**config.mk**
```make
export PLATFORM = sky130hd
export DESIGN_NAME = dump_fsm
export DESIGN_NICKNAME = d
export VERILOG_FILES = /design/src/rtl/shake_pkg.sv /design/src/rtl/dump_fsm.sv
export SDC_FILE = /design/constraint.sdc
export NUM_CORES = 1
export LEC_CHECK = 0
export BUFFER_PORTS_ARGS = -buffer_cell sky130_fd_sc_hd__buf_2
export CAP_MARGIN = 20
export CORE_MARGIN = 3
export CORE_UTILIZATION = 45
export CTS_CLUSTER_DIAMETER = 80
export DETAILED_ROUTE_END_ITERATION = 7
export PLACE_DENSITY_LB_ADDON = 0.12
export SLEW_MARGIN = 5
export SYNTH_ARGS = -nofsm -noshare
export SYNTH_HDL_FRONTEND = slang
export SYNTH_SLANG_ARGS = --single-unit
```
**constraint.sdc**
```tcl
create_clock -name clk -period 6.4 [get_ports clk]
set_input_delay 1.92 -clock clk [delete_from_list [all_inputs] [get_ports clk]]
set_output_delay 1.92 -clock clk [all_outputs]
set_load 0.005 [all_outputs]
```
**src/rtl/shake_pkg.sv**
```systemverilog
// Shared SHAKE output-path constants and types: word width, squeeze rates per mode, mode and FSM encodings.
package shake_pkg;

    localparam int W        = 64;
    localparam int RATE_128 = 21;
    localparam int RATE_256 = 17;

    typedef enum logic {
        SHAKE128 = 1'b0,
        SHAKE256 = 1'b1
    } mode_t;

    typedef enum logic [1:0] {
        IDLE       = 2'd0,
        WAIT_BLOCK = 2'd1,
        DUMP       = 2'd2
    } state_t;

    // Number of W-bit words in one squeezed block for the given mode.
    function automatic logic [4:0] rate_words(input mode_t m);
        return (m == SHAKE256) ? 5'(RATE_256) : 5'(RATE_128);
    endfunction

endpackage

```
**src/rtl/dump_fsm.sv**
```systemverilog
// Drains squeezed blocks from the PISO output buffer as W-bit words on a valid/ready stream,
// requesting further squeezes until output_length bits have been delivered.
module dump_fsm
    import shake_pkg::*;
#(
    parameter int W = shake_pkg::W
) (
    input  logic        clk,
    input  logic        rst,
    input  logic        start,
    output logic        start_ready,
    input  logic [31:0] output_length,
    input  logic        mode,
    input  logic        output_buffer_ready,
    output logic        output_buffer_ready_clr,
    output logic        last_block_out,
    output logic        dump_enable,
    output logic        valid_out,
    input  logic        ready_in,
    output logic        last_out,
    output logic [6:0]  last_word_bits,
    output logic        done,
    output state_t      fsm_state
);

    // Stream handshake: a word moves on any cycle where valid_out and ready_in are both 1;
    // valid_out never drops while waiting for ready_in, and nothing advances on a stall.

    state_t      state, state_next;
    mode_t       mode_q, mode_next;
    logic [31:0] remaining, remaining_next;
    logic [4:0]  word_cnt, word_cnt_next;
    logic        zero_done, zero_done_next;
    logic        dump_done;

    always_ff @(posedge clk) begin
        if (rst) begin
            state     <= IDLE;
            mode_q    <= SHAKE128;
            remaining <= '0;
            word_cnt  <= '0;
            zero_done <= 1'b0;
        end else begin
            state     <= state_next;
            mode_q    <= mode_next;
            remaining <= remaining_next;
            word_cnt  <= word_cnt_next;
            zero_done <= zero_done_next;
        end
    end

    always_comb begin
        state_next              = state;
        mode_next               = mode_q;
        remaining_next          = remaining;
        word_cnt_next           = word_cnt;
        zero_done_next          = 1'b0;
        start_ready             = 1'b0;
        valid_out               = 1'b0;
        dump_enable             = 1'b0;
        last_out                = 1'b0;
        output_buffer_ready_clr = 1'b0;
        last_block_out          = 1'b0;
        dump_done               = 1'b0;

        case (state)
            IDLE: begin
                start_ready = 1'b1;
                if (start) begin
                    mode_next      = mode_t'(mode);
                    remaining_next = output_length;
                    if (output_length == 32'd0) begin
                        zero_done_next = 1'b1;
                    end else begin
                        state_next = WAIT_BLOCK;
                    end
                end
            end

            WAIT_BLOCK: begin
                if (output_buffer_ready) begin
                    word_cnt_next = rate_words(mode_q);
                    state_next    = DUMP;
                end
            end

            DUMP: begin
                valid_out = 1'b1;
                last_out  = (remaining <= 32'(W));
                if (ready_in) begin
                    dump_enable    = 1'b1;
                    word_cnt_next  = word_cnt - 5'd1;
                    remaining_next = (remaining > 32'(W)) ? remaining - 32'(W) : 32'd0;
                    // The length running out ends the request even mid-block.
                    if (last_out) begin
                        output_buffer_ready_clr = 1'b1;
                        last_block_out          = 1'b1;
                        dump_done               = 1'b1;
                        state_next              = IDLE;
                    end else if (word_cnt == 5'd1) begin
                        output_buffer_ready_clr = 1'b1;
                        state_next              = WAIT_BLOCK;
                    end
                end
            end

            default: begin
                state_next = IDLE;
            end
        endcase
    end

    assign last_word_bits = (remaining[5:0] != 6'd0) ? {1'b0, remaining[5:0]} : 7'(W);
    assign done           = zero_done | dump_done;
    assign fsm_state      = state;

endmodule

```
# Word-level counts from Yosys, hierarchy flattened
# Index checks and enable logic that the tools add are counted.
[word_totals] reg_bits=41 out_inout_bits=16 word_cells=59
[classes] add_sub_neg=2 magnitude_cmp=2 n_eq_ne=8 n_mux=29 bitwise_logic=3 n_reduce_logical=10
[op_table] op="2-to-1 mux 32 bit" n=3
[op_table] op="case mux 32 bit (2 select lines)" n=1
[op_table] op="greater-than comparator 32 x 7 -> 1 bit (second input constant)" n=1
[op_table] op="<= comparator 32 x 7 -> 1 bit (second input constant)" n=1
[op_table] op="logical NOT 32 bit" n=1
[op_table] op="subtractor 32 x 7 -> 32 bit (second input constant)" n=1
[op_table] op="2-to-1 mux 1 bit" n=13
[op_table] op="2-to-1 mux 2 bit" n=6
[op_table] op="2-to-1 mux 5 bit" n=2
[op_table] op="case mux 5 bit (2 select lines)" n=1
[op_table] op="inequality test 2 bit (second input constant)" n=4
[op_table] op="2-to-1 mux 7 bit" n=1
[op_table] op="case mux 2 bit (3 select lines)" n=1
[op_table] op="AND reduction 3 bit" n=2
[op_table] op="nonzero test 6 bit" n=1
[op_table] op="== test 5 x 1 -> 1 bit (second input constant)" n=1
[op_table] op="AND reduction 5 bit" n=1
[op_table] op="subtractor 5 x 1 -> 5 bit (second input constant)" n=1
[op_table] op="nonzero test 2 bit" n=2
[op_table] op="2-to-1 mux 3 bit" n=1
[op_table] op="inequality test 3 bit (second input constant)" n=1
[op_table] op="OR reduction 3 bit" n=1
[op_table] op="== test 2 x 1 -> 1 bit (second input constant)" n=1
[op_table] op="== test 2 bit (second input constant)" n=1
[op_table] op="other kinds (4)" n=5

# Depth between registers and ports, before layout
# Gate-level depths: netlist (run 1).
[logic_depth] word_depth=5 mapped_depth=8 mapped_depth_nobuf=7

# Worst setup path before layout (run 1)
# Ideal clock, no wire load.
[synth_timing] path_kind="input-to-output" startpoint="input ready_in" endpoint="output done" arrival_ns=2.478 required_time_ns=4.480 path_slack_ns=2.002 cell_stages=3 path_cell_list="nand3b_1 -> nor2_1 -> or2_2"
[synth_between] elab_chain_cells=3
[synth_rtl] element="start: declaration" line="dump_fsm.sv:19" rtl="input logic ready_in,"
[synth_rtl] element="2-to-1 mux 1 bit (2 in series)"
[synth_rtl] element="named net last_block_out" line="dump_fsm.sv:16" rtl="output logic last_block_out,"
[synth_rtl] element="bitwise OR 1 bit" line="dump_fsm.sv:114" rtl="assign done = zero_done | dump_done;"
[synth_rtl] element="end: declaration" line="dump_fsm.sv:22" rtl="output logic done,"
# The timed path passes the listed nets, and every way through them passes these cells.

# Final worst setup path (run 1)
[layout_timing] startpoint="input ready_in" endpoint="output done"
[layout_between] elab_chain_cells=3
[layout_rtl] element="2-to-1 mux 1 bit" line="dump_fsm.sv:90" rtl="if (ready_in) begin"
[layout_rtl] element="2-to-1 mux 1 bit" line="dump_fsm.sv:66" rtl="case (state)"
[layout_rtl] element="bitwise OR 1 bit" line="dump_fsm.sv:114"
# No other way between the ends.

==> results_dict.tcl, run 1 <==
set metrics [dict create \
    status "finished clean" \
    synth_seq_cells 41 \
    relSlewSlack_pct 33.6 \
    slew_viol_final 0 \
    yosys_warnings 0 \
    max-clock-path-buffers 2 \
    port-buffer-count 53 \
    drt_iter0_markers 191 \
    globalplace.congestion 0.863 \
    first_pass_iters 4 \
    cp_cell_sequence "buf_2 > nand3b_1 > nor2_1 > or2_2 > buf_2" \
    met2WireLength_mm 3.50 \
    cts_buffers 5 \
    path_common_cell "buf_2" \
    place_ws_ns 1.71 \
    drc 0 \
    synthCells 342 \
    wl_met1_mm 3.51 \
    area_delta_synth_final_pct 15.0 \
    syn_nets 384 \
    route.met3.wl_um 515 \
    setup_viol 0 \
    power_leakage_nw 1.15 \
    wl_per_cell_um 16.9 \
    clk_latency_ns 0.30 \
    ant_nets 0 \
    top_layer "met4" \
    total_power_uw 834 \
    postCtsHoldBufs 0 \
    cpMaxStageDelayCell "nand3b_1" \
    synth_flop_cell "dfxtp_1" \
    cp_max_fo 8 \
    power.density_nw_per_um2 279 \
    dieArea_sq_um 6730 \
    cts_root_buf "clkbuf_8" \
    synthTopCellsByArea "dfxtp_1 32%, a21oi_1 4.8%, nand2_1 4.6%" \
    crit_family "simple AND/OR/NAND/NOR gates" \
    cts-resized-gates 0 \
    rsz0062_at_grt "no" \
    clkTransAtPathRegs_ns 0.08 \
    synth-seq-area-share_pct 31.6 \
    crit_start "ready_in" \
    synth_top_cell_area_share_pct 31.6 \
    skew_ns 0.00577 \
    finalCritPeriodShare_pct 73.4 \
    synth_cell_types 53 \
    crit_required_ns 4.48 \
    drive_above_1_share_pct 20.0 \
    async_flop_share_pct 0 \
    die_x_um 82.0 \
    yosysTopAreaCell "dfxtp_1" \
    fin_tns_setup_ns 0 \
    overflow 0 \
    hpwl_mm 5.26 \
    netlist_area_sq_um 2600 \
    post_cts_buffers 0 \
    finalWirelength_mm 7.57 \
    die_h_um 82.0 \
    path_buf_inv 2 \
    via_per_inst 6.34 \
    grt_pass1_vias 2400 \
    grt_antenna_before_repair 0 \
    io_pins 54 \
    drv_cap 0 \
    grt_usage_pct 22.8 \
    fp-row-count 27 \
    grt_max_degree 43 \
    cts_tree "yes" \
    fmax_ghz 0.213 \
    cpPeakStageDelay_ns 0.27 \
    path_class "input pin to output port" \
    via_count 2833 \
    hold_violations 0 \
    synth_edf_count 0 \
    grt_pass1_wl_mm 12.0 \
    end_kind "output port" \
    num_antenna_cells 0 \
    fin_ws_ns 1.70 \
    peakVddDrop_v 0.000118 \
    hp-start "word_cnt[1]" \
    arrival_ns 2.78 \
    avgSynthCellArea_sq_um 7.60 \
    initial_core_util_pct 46.9 \
    whs_ns 0.488 \
    nNetsFinal 416 \
    coreArea_sq_um 5540 \
    htreeDepth 2 \
    clock_sinks 41 \
    worstMarginPinSlew_ns 0.997 \
    min_path_type "register to register" \
    timing.rr.start "fsm_state[0]" \
    startpoint_type "input pin" \
    period_needed_ns 4.70 \
]
[worst min-delay path, delay by kind of cell, from the launching register on]
| kind | cells | cell delay, ns |
|---|---|---|
| AOI/OAI and AO/OA | 1 | 0.05 |
| and+or+nand+nor | 1 | 0.06 |
| DFF | 1 | 0.33 |
[per-layer routing]
| layer | track usage [%] | vias to the layer above |
|---|---|---|
| met1 | 31.5 | 1339 |
| li1 | - | 1388 |
| met5 | 0 | - |
| met4 | 6.64 | 0 |
| met2 | 37.1 | 102 |
| met3 | 2.63 | 4 |
[logic make-up after synthesis]
kind of cell	Yosys count	synth area share (%)
compound gates	102	26.8
xor+xnor	3	1.01
fa+ha+maj	4	1.93
buf+inv	41	6.16
flops	41	31.6
mux	1	0.385
simple gates	150	32.2
[cells in the mapped netlist, types with 5 or more instances]
cell      number
inv_1          9
a31oi_1       12
o41ai_1        5
clkbuf_1      25
nor2_1        20
a21oi_1       25
dfxtp_1       41
nand4_1        5
o21ai_0       15
and3_1        11
a221oi_1       7
buf_2          5
nand3_1       19
nor4_1        18
nor3_1        11
nand2_1       32
or4_1          8
[placed cells by master, fill, tap and decap left out, drive strengths merged, types with 3 or more instances in the layout]
cell type	instances
buf	56
dfxtp	41
nand2	32
a21oi	25
nor4	22
nor2	20
nand3	20
o21ai	15
a31oi	12
nor3	11
and3	11
inv	9
or4	9
a221oi	7
nand4	5
o41ai	5
clkbuf	5
nand2b	4
or3	4
nand3b	4
a32oi	4
o211ai	4
ha	4
a2111oi	3
o21a	3
a22oi	3
o32ai	3
[state kept, by name, summed over array words and instances, names as in the netlist]
name,count
remaining,32
word_cnt,5
fsm_state,2
mode_q,1
zero_done,1
[through the flow]
| step | area, sq um | util, % | std cells |
|---|---|---|---|
| 2_1_floorplan | 2600 | - | 342 |
| 3_3_place_gp | 2860 | 51.5 | 439 |
| 3_5_place_dp | 2860 | 51.5 | 439 |
| 4_1_cts | 2990 | 54.0 | 447 |
| 5_1_grt | 2990 | 54.0 | 447 |
| 6_report | 2990 | 54.0 | 447 |
[final cells by class]
type	count	area [sq um]
multi-input combinational	260	1620
clock inverter	3	65.1
inverter	10	37.5
sequential	41	821
timing repair buffer	56	288
tap	72	90.1
fill	533	2550
clock buffer	5	68.8
[power by group]
part / total (mW) / switching [mW] / internal [mW]
Sequential: 0.314 / 0.0337 / 0.281
Combinational: 0.267 / 0.169 / 0.0980
Clock: 0.252 / 0.0971 / 0.155
Total: 0.834 / 0.300 / 0.534
[path summary, 6_finish.rpt]
| path | to | slack [ns] | depth (start not counted) |
|---|---|---|---|
| setup / recovery | done | 1.70 | 5 |
| hold / removal | word_cnt[1] | 0.49 | 2 |
| setup reg to reg | remaining[27] | 3.71 | 6 |
| hold reg to reg | word_cnt[1] | 0.49 | 2 |
(Power assumes the default switching activity.)
==> run 2, diff against run 1 <==
--- a/config.mk
+++ b/config.mk
@@ -5,6 +5,7 @@
 export SDC_FILE = /design/constraint.sdc
 export NUM_CORES = 1
 export LEC_CHECK = 0
+export ABC_AREA = 1
 export BUFFER_PORTS_ARGS = -buffer_cell sky130_fd_sc_hd__buf_2
 export CAP_MARGIN = 20
 export CORE_MARGIN = 3
==> constraint.sdc (replaced) <==
create_clock -name clk -period 4.3 [get_ports clk]
set_input_delay 1.29 -clock clk [delete_from_list [all_inputs] [get_ports clk]]
set_output_delay 1.29 -clock clk [all_outputs]
set_load 0.005 [all_outputs]
==> run 2 against run 1 <==
  * Clock skew increased by 0.0044 ns
  * First-iteration DRC count shrank 19%
  * Via count is 2.4% lower
  * Setup slack worse by 0.58 ns
  * Critical path type is now register to output port
  * Largest cell class unchanged
  * Largest power group is now combinational cells
==> results_dict.tcl, run 2 <==
set metrics [dict create \
    fp-row-count 27 \
    fin_tns_setup_ns 0 \
    fmax_ghz 0.315 \
    total_power_mw 1.37 \
    cts_buffers 5 \
    path_class "register to output port" \
    drc 0 \
    synth_cell_types 36 \
    syn_nets 474 \
    io_pins 54 \
    largest-register "remaining" \
    cp_max_fo 4 \
    synth-seq-area-share_pct 30.0 \
    rsz0062_at_grt "no" \
    synth_seq_cells 41 \
    cts_tree "yes" \
    cpMaxStageDelayCell "dfxtp_1" \
    hold_violations 0 \
    clkTransAtPathRegs_ns 0.08 \
    peakVddDrop_v 0.000242 \
    crit_family "simple AND/OR/NAND/NOR gates" \
    htreeDepth 2 \
    postCtsHoldBufs 0 \
    nNetsFinal 515 \
    finalWirelength_mm 6.79 \
    globalplace.congestion 0.873 \
    slew_viol_final 0 \
    grt_pass1_vias 2598 \
    hp-start "remaining[2]" \
    grt_usage_pct 20.0 \
    drive_above_1_share_pct 17.9 \
    synth_edf_count 0 \
    arrival_ns 1.89 \
    yosys-top-cells-count "108 x nand2_1, 80 x nor2_1, 41 x dfxtp_1, 32 x o21ai_0, 28 x inv_1" \
    cp_cell_sequence "inv_1 > ha_1 > inv_1 > o21ai_1 > nand3_1 > nor2_1 > or2_2 > buf_2" \
    ant_nets 0 \
    clock_sinks 41 \
    worstMarginPinSlew_ns 0.917 \
    startpoint_type "register" \
    power_leakage_nw 1.48 \
    period_needed_ns 3.18 \
    via_count 2764 \
    cpPeakStageDelay_ns 0.35 \
    timing.rr.start "fsm_state[1]" \
    fin_ws_ns 1.12 \
    yosysTopAreaCell "dfxtp_1" \
    r2r_cells 7 \
    max-clock-path-buffers 2 \
    hpwl_mm 4.93 \
    status "finished clean" \
    synthCells 432 \
    initial_core_util_pct 48.0 \
    stdcell_count 546 \
    skew_ns 0.0102 \
    finalCritPeriodShare_pct 73.9 \
    coreArea_sq_um 5710 \
    port-buffer-count 53 \
    dieArea_sq_um 7060 \
    place_ws_ns 1.13 \
    power.density_nw_per_um2 440 \
    end_kind "output port" \
    die_x_um 84.0 \
    grt_max_degree 54 \
    final_cell_mix "108 x nand2_1, 80 x nor2_1, 53 x buf_2" \
    clk_latency_ns 0.30 \
    avgSynthCellArea_sq_um 6.34 \
    cts-resized-gates 0 \
    min_path_type "register to register" \
    worstReg2RegEnd "remaining[18]" \
    synthTopCellsByArea "dfxtp_1 30%, nand2_1 15%, nor2_1 11%" \
    hold_path_end "remaining[2]" \
    yosys_warnings 0 \
    path_buf_inv 3 \
    post_cts_buffers 0 \
    mostFrequentLayoutCell "nand2_1" \
    overflow 0 \
    crit_required_ns 3.01 \
    via_per_inst 5.06 \
    drt_iter0_markers 154 \
    wl_per_cell_um 12.4 \
    whs_ns 0.485 \
    placed_cells 538 \
    grt_antenna_before_repair 0 \
    drv_cap 0 \
    num_antenna_cells 0 \
    rrSetupSlack_ns 2.34 \
    first_pass_iters 5 \
    largest_reg_flops 32 \
    min_path_cells 2 \
    die_h_um 84.0 \
    cts_root_buf "clkbuf_8" \
    synth_flop_cell "dfxtp_1" \
    synth_top_cell_area_share_pct 30.0 \
    relSlewSlack_pct 38.8 \
    setup_viol 0 \
    netlist_area_sq_um 2740 \
    yosysMostFrequentCell "nand2_1" \
    path_common_cell "inv_1" \
    area_delta_synth_final_pct 13.7 \
    grt_pass1_wl_mm 11.8 \
    async_flop_share_pct 0 \
]
## run 2: how the worst max path moves through the flow
stage	start	endpoint	slack [ns]	depth (start not counted)
after detailed placement	ready_in	done	1.13	5
after floorplan	ready_in	done	1.37	3
after global placement	ready_in	done	1.13	5
final	remaining[6]	done	1.12	8
after global routing	remaining[7]	done	0.91	8
after CTS	remaining[6]	done	1.11	8
## run 2: cell type report
class                   count  area [sq um]
clock buffers               6          82.6
fillers                   578          2600
multi-input cells         342          1700
inverters                  30           113
well taps                  72          90.1
repair buffers             53           265
flip-flops and latches     41           821
clock inverters             2          37.5
## run 2: logic make-up after synthesis
logic type / count (synthesis) / synth area share [%]
XOR/XNOR: 15 / 4.80
AO/OA/AOI/OAI: 77 / 15.8
AND/OR/NAND/NOR: 246 / 39.8
buffers and inverters: 49 / 7.81
adder cells (fa/ha/maj): 4 / 1.83
flip-flops: 41 / 30.0
## run 2: per-layer routing
metal / GRT usage, % / vias up / routed length [um]
li1: - / 1476 / -
met1: 26.7 / 1235 / 3350
met2: 32.5 / 49 / 3140
met3: 4.54 / 4 / 255
met4: 4.97 / 0 / 42
met5: 0 / - / 0
## run 2: metrics by stage
step | util (%) | area (sq um)
after global routing | 54.5 | 3110
final | 54.5 | 3110
after floorplan | - | 2740
after global placement | 52.4 | 2990
after detailed placement | 52.4 | 2990
after CTS | 54.5 | 3110
## run 2: where the power goes
| group | switching, mW | leakage, nW | total, mW | internal [mW] |
|---|---|---|---|---|
| Combinational | 0.331 | 1.09 | 0.523 | 0.192 |
| Sequential | 0.0723 | 0.338 | 0.515 | 0.443 |
| Clock | 0.142 | 0.0574 | 0.331 | 0.189 |
## run 2: worst register-to-register path, stage by stage (launching register included)
cell      delay [ns]
dfxtp_1         0.41
inv_2           0.10
nor2_8          0.16
nand2_2         0.12
nand2_2         0.66
nand2_4         0.19
nand3b_1        0.14
a21oi_1         0.06
==> run 3, diff against run 2 <==
==> constraint.sdc (replaced) <==
create_clock -name clk -period 3.35 [get_ports clk]
set_input_delay 1.005 -clock clk [delete_from_list [all_inputs] [get_ports clk]]
set_output_delay 1.005 -clock clk [all_outputs]
set_load 0.005 [all_outputs]
==> run 3 against run 2 <==
  * Combinational power grew 29%
  * Via count rose by 2.6%
  * Sequential power increased by 29%
  * Largest cell class unchanged
  * Clock-buffer cell count unchanged
  * Routed wire length is 1.3% higher
  * Critical endpoint unchanged
  * Global-route usage is 0.14 points higher
  * Register-to-register slack got worse by 0.94 ns
  * Critical path type unchanged
  * Utilization decreased by 0.53 points
==> results_dict.tcl, run 3 (synthesis results as in run 2) <==
set metrics [dict create \
    cpMaxStageDelayCell "dfxtp_1" \
    io_pins 54 \
    total_power_mw 1.66 \
    grt_pass1_wl_mm 11.9 \
    drc 0 \
    postCtsHoldBufs 0 \
    crit_required_ns 2.34 \
    drt_iter0_markers 102 \
    initial_core_util_pct 48.0 \
    first_pass_iters 4 \
    via_per_inst 5.19 \
    fin_ws_ns 0.487 \
    power_leakage_nw 1.47 \
    path_common_cell "inv_1" \
    largest_reg_flops 32 \
    overflow 0 \
    drive_above_1_share_pct 17.9 \
    arrival_ns 1.86 \
    hold_violations 0 \
    nNetsFinal 516 \
    area_delta_synth_final_pct 12.6 \
    placed_area_sq_um 3000 \
    mostFrequentLayoutCell "nand2_1" \
    finalWirelength_mm 6.87 \
    num_antenna_cells 0 \
    cts_root_buf "clkbuf_8" \
    min_path_type "register to register" \
    setup_viol 0 \
    clk_latency_ns 0.30 \
    cpPeakStageDelay_ns 0.35 \
    cts_tree "yes" \
    via_count 2837 \
    hpwl_mm 5.09 \
    ant_nets 0 \
    fp-row-count 27 \
    max-clock-path-buffers 2 \
    fin_tns_setup_ns 0 \
    dieArea_sq_um 7060 \
    peakVddDrop_v 0.000273 \
    cp_max_fo 4 \
    cts_buffers 5 \
    largest-register "remaining" \
    die_h_um 84.0 \
    coreArea_sq_um 5710 \
    crit_family "simple AND/OR/NAND/NOR gates" \
    place_ws_ns 0.750 \
    wl_per_cell_um 12.6 \
    cp_cell_sequence "inv_1 > ha_1 > inv_1 > o21ai_1 > nand3_1 > nor2_1 > or2_2 > buf_2" \
    die_x_um 84.0 \
    rsz0062_at_grt "no" \
    clock_sinks 41 \
    drv_cap 0 \
    grt_antenna_before_repair 0 \
    path_buf_inv 3 \
    clkTransAtPathRegs_ns 0.08 \
    path_class "register to output port" \
    status "finished clean" \
    grt_usage_pct 20.1 \
    port-buffer-count 53 \
    period_needed_ns 2.86 \
    startpoint_type "register" \
    final_cell_mix "108 x nand2_1, 80 x nor2_1, 53 x buf_2" \
    post_cts_buffers 0 \
    cts-resized-gates 0 \
    worstMarginPinSlew_ns 0.897 \
    fin_area_sq_um 3080 \
    globalplace.congestion 0.841 \
    power.density_nw_per_um2 539 \
    slew_viol_final 0 \
    fmax_ghz 0.349 \
    htreeDepth 2 \
    grt_max_degree 54 \
    finalCritPeriodShare_pct 85.5 \
    end_kind "output port" \
    grt_pass1_vias 2593 \
    skew_ns 0.00656 \
    relSlewSlack_pct 40.0 \
]
run 3: metrics by stage:
| stage | cells | utilization (%) | hold WS (ns) |
|---|---|---|---|
| 2_1_floorplan | 432 | - | 0.451 |
| 3_3_place_gp | 539 | 52.6 | 0.469 |
| 3_5_place_dp | 539 | 52.6 | 0.468 |
| 4_1_cts | 547 | 54.0 | 0.481 |
| 5_1_grt | 547 | 54.0 | 0.520 |
| 6_report | 547 | 54.0 | 0.480 |
run 3: cell type report:
| cell class | count | area, sq um |
|---|---|---|
| Clock buffer | 6 | 72.6 |
| Timing Repair Buffer | 54 | 273 |
| Inverter | 30 | 113 |
| Tap cell | 72 | 90.1 |
| Fill cell | 603 | 2630 |
| Sequential cell | 41 | 821 |
| Clock inverter | 2 | 10.0 |
| Multi-Input combinational cell | 342 | 1700 |
run 3: final timing paths:
path	start	end	slack (ns)	depth (start not counted)
setup / recovery	remaining[6]	done	0.49	8
setup reg to reg	fsm_state[1]	remaining[18]	1.40	7
hold / removal	remaining[3]	remaining[3]	0.48	2
hold reg to reg	remaining[3]	remaining[3]	0.48	2
run 3: report_power, final:
| part | internal [mW] | switching, mW | total (mW) | leakage [nW] |
|---|---|---|---|---|
| Clock | 0.145 | 0.181 | 0.326 | 0.0450 |
| Sequential | 0.568 | 0.0945 | 0.663 | 0.338 |
| Combinational | 0.248 | 0.427 | 0.674 | 1.09 |
run 3: metal layers:
layer	part of all wire (%)	global-route usage (%)	vias to the layer above
li1	-	-	1485
met1	49	28.6	1299
met2	46	31.7	44
met3	3.8	2.96	9
met4	0.86	5.12	0
met5	0	0	-
run 3: worst reg2reg max path, delay by kind of cell (launching register included):
kind | cells | cell delay, ns
AO/OA/AOI/OAI | 1 | 0.06
flip-flops | 1 | 0.42
buffers and inverters | 1 | 0.10
AND/OR/NAND/NOR | 5 | 1.26
